### config.mk
export PLATFORM = sky130hd
export DESIGN_NAME = gps_sig_gen
export DESIGN_NICKNAME = d
export VERILOG_FILES = /design/src/rtl/gps_sig_gen.sv
export SDC_FILE = /design/constraint.sdc
export NUM_CORES = 1
export LEC_CHECK = 0
export CAP_MARGIN = 5
export CORE_MARGIN = 3
export CORE_UTILIZATION = 35
export CTS_CLUSTER_SIZE = 28
export DETAILED_ROUTE_END_ITERATION = 12
export MAX_ROUTING_LAYER = met4
export SYNTH_ARGS = -nofsm -noshare
export SYNTH_HDL_FRONTEND = slang
export SYNTH_SLANG_ARGS = --single-unit
### constraint.sdc
create_clock -name clk -period 6.6 [get_ports clk]
set_input_delay 1.65 -clock clk [delete_from_list [all_inputs] [get_ports clk]]
set_output_delay 1.65 -clock clk [all_outputs]
set_load 0.03 [all_outputs]
### src/rtl/gps_sig_gen.sv
// gps_sig_gen: GPS L1 C/A baseband test-signal generator.
// Produces 1-bit I/Q samples carrying a Gold-code PRN, a nav data bit and a
// carrier offset from a 16-bit phase NCO, paced by a divided sample clock.
//
// Ports
//   clk            system clock, all logic on the rising edge
//   rst            synchronous reset, active low
//   gen_start      level; starts generation when seen in IDLE with valid inputs
//   gen_stop       level; returns to IDLE from LOAD or RUN
//   sat            PRN number 1..32, latched at start
//   code_phase     initial chip offset 0..1022, latched at start
//   doppler_omega  signed carrier NCO increment per sample, latched at start
//   nav_data       next nav bit, sampled when nav_req pulses
//   adc_clk        sample clock for the receiver (high in second half of period)
//   i_sample       1-bit in-phase sample
//   q_sample       1-bit quadrature sample
//   epoch          one-cycle pulse when the code period wraps
//   nav_req        one-cycle pulse when nav_data has been taken
//   busy           high while loading or running
module gps_sig_gen #(
    parameter int SAMPLE_DIV     = 4,
    parameter int CODE_NCO_OMEGA = 67027,
    parameter int NAV_EPOCHS     = 20
) (
    input  logic        clk,
    input  logic        rst,
    input  logic        gen_start,
    input  logic        gen_stop,
    input  logic [5:0]  sat,
    input  logic [9:0]  code_phase,
    input  logic [15:0] doppler_omega,
    input  logic        nav_data,
    output logic        adc_clk,
    output logic        i_sample,
    output logic        q_sample,
    output logic        epoch,
    output logic        nav_req,
    output logic        busy
);

    localparam int DIV_W = $clog2(SAMPLE_DIV);
    localparam int EP_W  = $clog2(NAV_EPOCHS + 1);
    localparam logic [DIV_W-1:0] DIV_LAST = DIV_W'(SAMPLE_DIV - 1);
    localparam logic [DIV_W-1:0] DIV_HALF = DIV_W'(SAMPLE_DIV / 2);
    localparam logic [EP_W-1:0]  EP_LAST  = EP_W'(NAV_EPOCHS - 1);

    // G2 output tap pairs, PRN 1..32 in index order 0..31.
    localparam int TAP1 [32] = '{2, 3, 4, 5, 1, 2, 1, 2, 3, 2, 3, 5, 6, 7, 8, 9,
                                 1, 2, 3, 4, 5, 6, 1, 4, 5, 6, 7, 8, 1, 2, 3, 4};
    localparam int TAP2 [32] = '{6, 7, 8, 9, 9, 10, 8, 9, 10, 3, 4, 6, 7, 8, 9, 10,
                                 4, 5, 6, 7, 8, 9, 3, 6, 7, 8, 9, 10, 6, 7, 8, 9};

    typedef enum logic [1:0] {
        ST_IDLE = 2'd0,
        ST_LOAD = 2'd1,
        ST_RUN  = 2'd2
    } state_t;

    state_t            state_reg, state_next;
    logic [10:1]       g1_reg, g2_reg;
    logic [9:0]        chip_cnt_reg;
    logic [9:0]        load_cnt_reg;
    logic [17:0]       code_nco_reg;
    logic [15:0]       carrier_reg;
    logic [15:0]       dopp_reg;
    logic [4:0]        sat_idx_reg;
    logic [EP_W-1:0]   epoch_cnt_reg;
    logic              nav_reg;
    logic [DIV_W-1:0]  div_cnt_reg;
    logic              i_reg, q_reg, epoch_reg, nav_req_reg;

    logic        start_ok, step, tick, epoch_hit, nav_hit;
    logic        chip, chip_wrap, lo_i, lo_q;
    logic [10:1] g1_step, g2_step;
    logic [18:0] code_sum;
    logic [31:0] chip_vec;

    assign g1_step   = {g1_reg[9:1], g1_reg[3] ^ g1_reg[10]};
    assign g2_step   = {g2_reg[9:1], g2_reg[2] ^ g2_reg[3] ^ g2_reg[6] ^
                                     g2_reg[8] ^ g2_reg[9] ^ g2_reg[10]};
    assign chip_wrap = (chip_cnt_reg == 10'd1022);
    assign code_sum  = {1'b0, code_nco_reg} + 19'(CODE_NCO_OMEGA);

    // One candidate chip per PRN; the latched satellite index picks one.
    genvar gi;
    generate
        for (gi = 0; gi < 32; gi++) begin : g_prn
            assign chip_vec[gi] = g1_reg[10] ^ g2_reg[TAP1[gi]] ^ g2_reg[TAP2[gi]];
        end
    endgenerate

    assign chip = chip_vec[sat_idx_reg];

    // Quadrant decode of the carrier phase: I is the sign half, Q lags by 90 deg.
    assign lo_i = carrier_reg[15];
    assign lo_q = carrier_reg[15] ^ carrier_reg[14];

    always_comb begin
        state_next = state_reg;
        start_ok   = 1'b0;
        step       = 1'b0;
        tick       = 1'b0;
        unique case (state_reg)
            ST_IDLE: begin
                if (gen_start && sat != 6'd0 && sat <= 6'd32 && code_phase <= 10'd1022) begin
                    state_next = ST_LOAD;
                    start_ok   = 1'b1;
                end
            end
            ST_LOAD: begin
                if (gen_stop) begin
                    state_next = ST_IDLE;
                end else if (load_cnt_reg == 10'd0) begin
                    state_next = ST_RUN;
                end else begin
                    step = 1'b1;
                end
            end
            ST_RUN: begin
                if (gen_stop) begin
                    state_next = ST_IDLE;
                end else if (div_cnt_reg == DIV_LAST) begin
                    tick = 1'b1;
                    step = code_sum[18];
                end
            end
            default: state_next = ST_IDLE;
        endcase
    end

    // Code wraps while pre-rolling the phase in LOAD are silent.
    assign epoch_hit = step && chip_wrap && (state_reg == ST_RUN);
    assign nav_hit   = epoch_hit && (epoch_cnt_reg == EP_LAST);

    always_ff @(posedge clk) begin
        if (!rst) begin
            state_reg     <= ST_IDLE;
            g1_reg        <= 10'h3FF;
            g2_reg        <= 10'h3FF;
            chip_cnt_reg  <= '0;
            load_cnt_reg  <= '0;
            code_nco_reg  <= '0;
            carrier_reg   <= '0;
            dopp_reg      <= '0;
            sat_idx_reg   <= '0;
            epoch_cnt_reg <= '0;
            nav_reg       <= 1'b0;
            div_cnt_reg   <= '0;
            i_reg         <= 1'b0;
            q_reg         <= 1'b0;
            epoch_reg     <= 1'b0;
            nav_req_reg   <= 1'b0;
        end else begin
            state_reg   <= state_next;
            epoch_reg   <= epoch_hit;
            nav_req_reg <= nav_hit;
            if (start_ok) begin
                g1_reg        <= 10'h3FF;
                g2_reg        <= 10'h3FF;
                chip_cnt_reg  <= '0;
                load_cnt_reg  <= code_phase;
                code_nco_reg  <= '0;
                carrier_reg   <= '0;
                dopp_reg      <= doppler_omega;
                sat_idx_reg   <= 5'(sat - 6'd1);
                epoch_cnt_reg <= '0;
                nav_reg       <= 1'b0;
                div_cnt_reg   <= '0;
                i_reg         <= 1'b0;
                q_reg         <= 1'b0;
            end else if (state_next == ST_IDLE) begin
                i_reg       <= 1'b0;
                q_reg       <= 1'b0;
                div_cnt_reg <= '0;
            end else begin
                if (step) begin
                    // Full code period done: restart both registers at all-ones.
                    g1_reg       <= chip_wrap ? 10'h3FF : g1_step;
                    g2_reg       <= chip_wrap ? 10'h3FF : g2_step;
                    chip_cnt_reg <= chip_wrap ? 10'd0 : chip_cnt_reg + 10'd1;
                end
                if (state_reg == ST_LOAD && step) begin
                    load_cnt_reg <= load_cnt_reg - 10'd1;
                end
                if (state_reg == ST_RUN) begin
                    div_cnt_reg <= (div_cnt_reg == DIV_LAST) ? '0 : div_cnt_reg + DIV_W'(1);
                end
                if (tick) begin
                    i_reg        <= chip ^ nav_reg ^ lo_i;
                    q_reg        <= chip ^ nav_reg ^ lo_q;
                    carrier_reg  <= carrier_reg + dopp_reg;
                    code_nco_reg <= code_sum[17:0];
                end
                if (epoch_hit) begin
                    if (nav_hit) begin
                        epoch_cnt_reg <= '0;
                        nav_reg       <= nav_data;
                    end else begin
                        epoch_cnt_reg <= epoch_cnt_reg + EP_W'(1);
                    end
                end
            end
        end
    end

    assign busy     = (state_reg != ST_IDLE);
    assign adc_clk  = (state_reg == ST_RUN) && (div_cnt_reg >= DIV_HALF);
    assign i_sample = i_reg;
    assign q_sample = q_reg;
    assign epoch    = epoch_reg;
    assign nav_req  = nav_req_reg;

endmodule

==> results.txt <==
* WP data required: 6.85 ns
* Count of flip-flops with a built-in enable after synthesis: 0
- TritonCTS created 9 clock buffers.
- Summing all multi-input logic gate instances after layout gives 3577 um2.
- Summed over all instances, the cell type with the most area after synthesis is sky130_fd_sc_hd__dfxtp_1.
- After synthesis, the share of flip-flops with an asynchronous set or reset is 0%.
* Proportion of power drawn by combinational gates: 10.9%
- Worst stage delay on the critical path: 0.79 ns
- Pwr/cell area: 201.4 nW/um2
- Most frequently used cell type in the post-synthesis netlist: sky130_fd_sc_hd__nand2_1
- Max FO, Critical Path: 24
* Buffers and inverters on the worst path: 2
- For this run, the leading register cell type out of synthesis is sky130_fd_sc_hd__dfxtp_1.
- Clk sink count: 109
- STA classifies the critical path endpoint as a flop.
- Entering global routing, the biggest net connects 40 pins.
- The worst pin sits at a relative slew slack of 36.37%.
- Post-route antenna net violation count: 0
* Mean area per synthesized cell: 8.045 um2
* Vias in the first global route: 4528
- Kind of cell adding the most delay to the critical path: compound AO/OA/AOI/OAI gates
- In this run switching power makes up 25.54% of total power.
- Count of max-cap constraint violations: 0
* Wire length of the first global-routing pass: 22310 um
- Post-synthesis cell type count: 66
- Hold crit path type: reg2reg
* Fmax: 208.7 MHz
* Nets in the synthesized netlist: 814
- Design Power: 1.390 mW
- Data arrival time of the critical path: 5.04 ns
- Total congestion overflow after global routing: 0
* Detailed Routing Iterations Pass 1: 4
- Core footprint: 16700 um2
- Cells on worst reg2reg path: 9
- Critical path origin: sat[0]
* DPL Wire Length: 9254 um
- Final WL: 13200 um
* Area taken by flip-flops and latches: 2182 um2
- Synthesis-to-finish area growth: 14.49%
* Overall routing resource usage: 15.10%
- In this run the static leakage power is 2.526 nW.
- TritonCTS clock tree: yes
* Internal cell power: 1.035 mW
- The signal on the critical path passes through clkdlybuf4s50_1, inv_1, ha_1, nor4b_1, xnor2_1, a311oi_1, a211oi_2, a211oi_4, a21o_1, o22ai_1, a22o_1.
- 43 I/O pins were placed.
- For this design the total switching power over the nets is 0.3549 mW.
- IR analysis of the VDD net gives a maximum drop of 0.0001360 V.
- Sequential element share of the synthesized area: 36.21%
- Iteration-0 DRC count of the detailed router: 222
- The run finished with clean final reports.
- The critical path runs through a total of 11 cells.
- Sequential share of power: 49.7%
* Setup repair after global routing missed its margin: false
- On the final layout, the worst clock skew is 0.01115 ns.
- Yosys printed 0 warnings.
- The number of antenna violations at the first check in global routing is 0.
* CTS clock-pin slew for the worst setup and hold paths: 0.07 ns
- The number of antenna diodes in the final layout is 0.
* Sort of element at the start of the critical path: input pin
- The floorplan has 47 rows.
* Number of vias after detailed routing: 4952
* Shortest clock period the worst path allows after layout: 4.791 ns
- The floorplan step set the die height to 137.2 um.
- The post-route netlist has 5.181% of its cells at a drive strength greater than 1.
* Flip-flop count of the largest register, all copies and words added: 18
- Vias/cell: 4.992
* Total Die Area: 18830 um2
- Number of max-slew violations in the final report: 0
- Synth cell count leaders: 124 x sky130_fd_sc_hd__nand2_1, 109 x sky130_fd_sc_hd__dfxtp_1, 80 x sky130_fd_sc_hd__nor2_1
* Endpoints failing hold: 0
- Number of port buffers: 42
* Count of fill cells added during filler insertion: 1688
- In the routed design, unresolved DRC markers number 0.
- Final-stage net count: 832
- The mapped netlist covers 6026 um2.
* Buffers inserted during post-CTS setup optimization: 0
* CTS Root Cell: sky130_fd_sc_hd__clkbuf_16
- The congestion estimate from routability-driven global placement came to 0.7783.
- Die width: 137.2 um
* Worst reg2reg path startpoint: state_reg[0]
- Average detailed-routed wire length per instance: 13.31 um
- Cts repair resizes: 0
- In this run, synthesis produced a sequential element count of 109.
- Setup violations remaining at the end of the flow were counted as 0.
- Setup crit end: chip_cnt_reg[7]
* Cell count after synthesis: 749
- By area the synthesized netlist is led by sky130_fd_sc_hd__dfxtp_1 36%, sky130_fd_sc_hd__nand2_1 7.7%, sky130_fd_sc_hd__xnor2_1 5.7%.
* Post-cts hold buffer count: 0
- H-tree Lvls: 3
* Transition time at the pin with the least slew margin: 0.9514 ns
- Cell with the largest stage delay on the worst path: sky130_fd_sc_hd__a211oi_4
* Register-to-Register Setup Slack: 3.00 ns
- Once the floorplan was initialized, standard cells occupied 36.08% of the core.
- The startpoint identified for the worst hold timing path is carrier_reg[5].
- By startpoint and endpoint, the worst setup path is classified as in2reg.
* Worst skew pair latency: 0.36 ns
* Accumulated negative setup slack: 0 ns
* Proportion of netlist area held by the largest area contributor: 36.21%
- Of the available clock period, the critical path in the final layout requires 72.59%.
- Worst reg2reg path endpoint: chip_cnt_reg[7]
- The longest clock path from root to sink contains 2 buffers.
- In this run, the clock network consumes 39.4% of the power.
-- metrics by stage --
stage               std cells  hold WS (ns)  instance area (um2)  util [%]  worst slack [ns]
finish                    992        0.4582                 6899     41.31             1.809
global route              992        0.4793                 6899     41.31             1.436
CTS                       992        0.4612                 6899     41.31             1.812
detailed placement        976        0.4504                 6598     39.50             1.442
global placement          976        0.4453                 6598     39.50             1.489
floorplan                 749        0.4362                 6026         -             2.700
-- routing by layer --
metal	GRT usage [%]	routed length, um
met5	-	0
met4	4.545	165
met3	2.958	369
met2	23.41	6058
met1	20.04	6607
-- worst min path at each step --
stage                           end  slack [ns]  cells after the start
floorplan           carrier_reg[11]        0.44                      2
CTS                  carrier_reg[5]        0.46                      2
finish               carrier_reg[5]        0.46                      2
global placement    carrier_reg[11]        0.45                      2
detailed placement        g1_reg[7]        0.45                      2
global route         carrier_reg[8]        0.48                      2
-- tightest hold or removal path: stages, from the launching register on --
cell,delay [ns]
sky130_fd_sc_hd__dfxtp_1,0.32
sky130_fd_sc_hd__nand2_1,0.05
sky130_fd_sc_hd__a21oi_1,0.05
-- cells in the final DEF, fill, tap and decap left out, types with 8 or more instances in the layout --
cell type                         instances
sky130_fd_sc_hd__mux2i_1                 11
sky130_fd_sc_hd__buf_4                    9
sky130_fd_sc_hd__clkdlybuf4s50_1         42
sky130_fd_sc_hd__nor3_1                  23
sky130_fd_sc_hd__xor2_1                  32
sky130_fd_sc_hd__a21oi_1                 57
sky130_fd_sc_hd__inv_1                   20
sky130_fd_sc_hd__xnor2_1                 39
sky130_fd_sc_hd__o21ai_0                 14
sky130_fd_sc_hd__clkbuf_16                9
sky130_fd_sc_hd__and2_1                   8
sky130_fd_sc_hd__a211oi_1                17
sky130_fd_sc_hd__nand2_1                124
sky130_fd_sc_hd__nor2_1                  80
sky130_fd_sc_hd__ha_1                    27
sky130_fd_sc_hd__dfxtp_1                109
sky130_fd_sc_hd__nand3_1                 38
sky130_fd_sc_hd__or3_1                   10
-- cell type report --
| cell class | instances | share of cell area [%] |
|---|---|---|
| well taps | 220 | 3.990 |
| inverters | 20 | 1.088 |
| clock buffers | 9 | 3.264 |
| flip-flops and latches | 109 | 31.63 |
| clock inverters | 7 | 1.106 |
| repair buffers | 51 | 7.073 |
| multi-input cells | 576 | 51.85 |
-- logic make-up after synthesis --
logic type	after synthesis	share of synthesized area (%)
compound gates	136	14.78
flops	109	36.21
simple gates	325	24.81
fa+ha+maj	28	5.938
mux	16	3.509
xor+xnor	71	10.32
buf+inv	64	4.423
-- power by group through the flow --
| stage | registers (mW) | logic (mW) | clock network (mW) |
|---|---|---|---|
| 2_1_floorplan | 0.697 | 0.106 | 0 |
| 3_3_place_gp | 0.706 | 0.152 | 0 |
| 3_5_place_dp | 0.705 | 0.153 | 0 |
| 4_1_cts | 0.690 | 0.154 | 0.565 |
| 5_1_grt | 0.693 | 0.169 | 0.589 |
| 6_report | 0.690 | 0.152 | 0.547 |
Note: power is estimated with default switching activity, not from simulation.
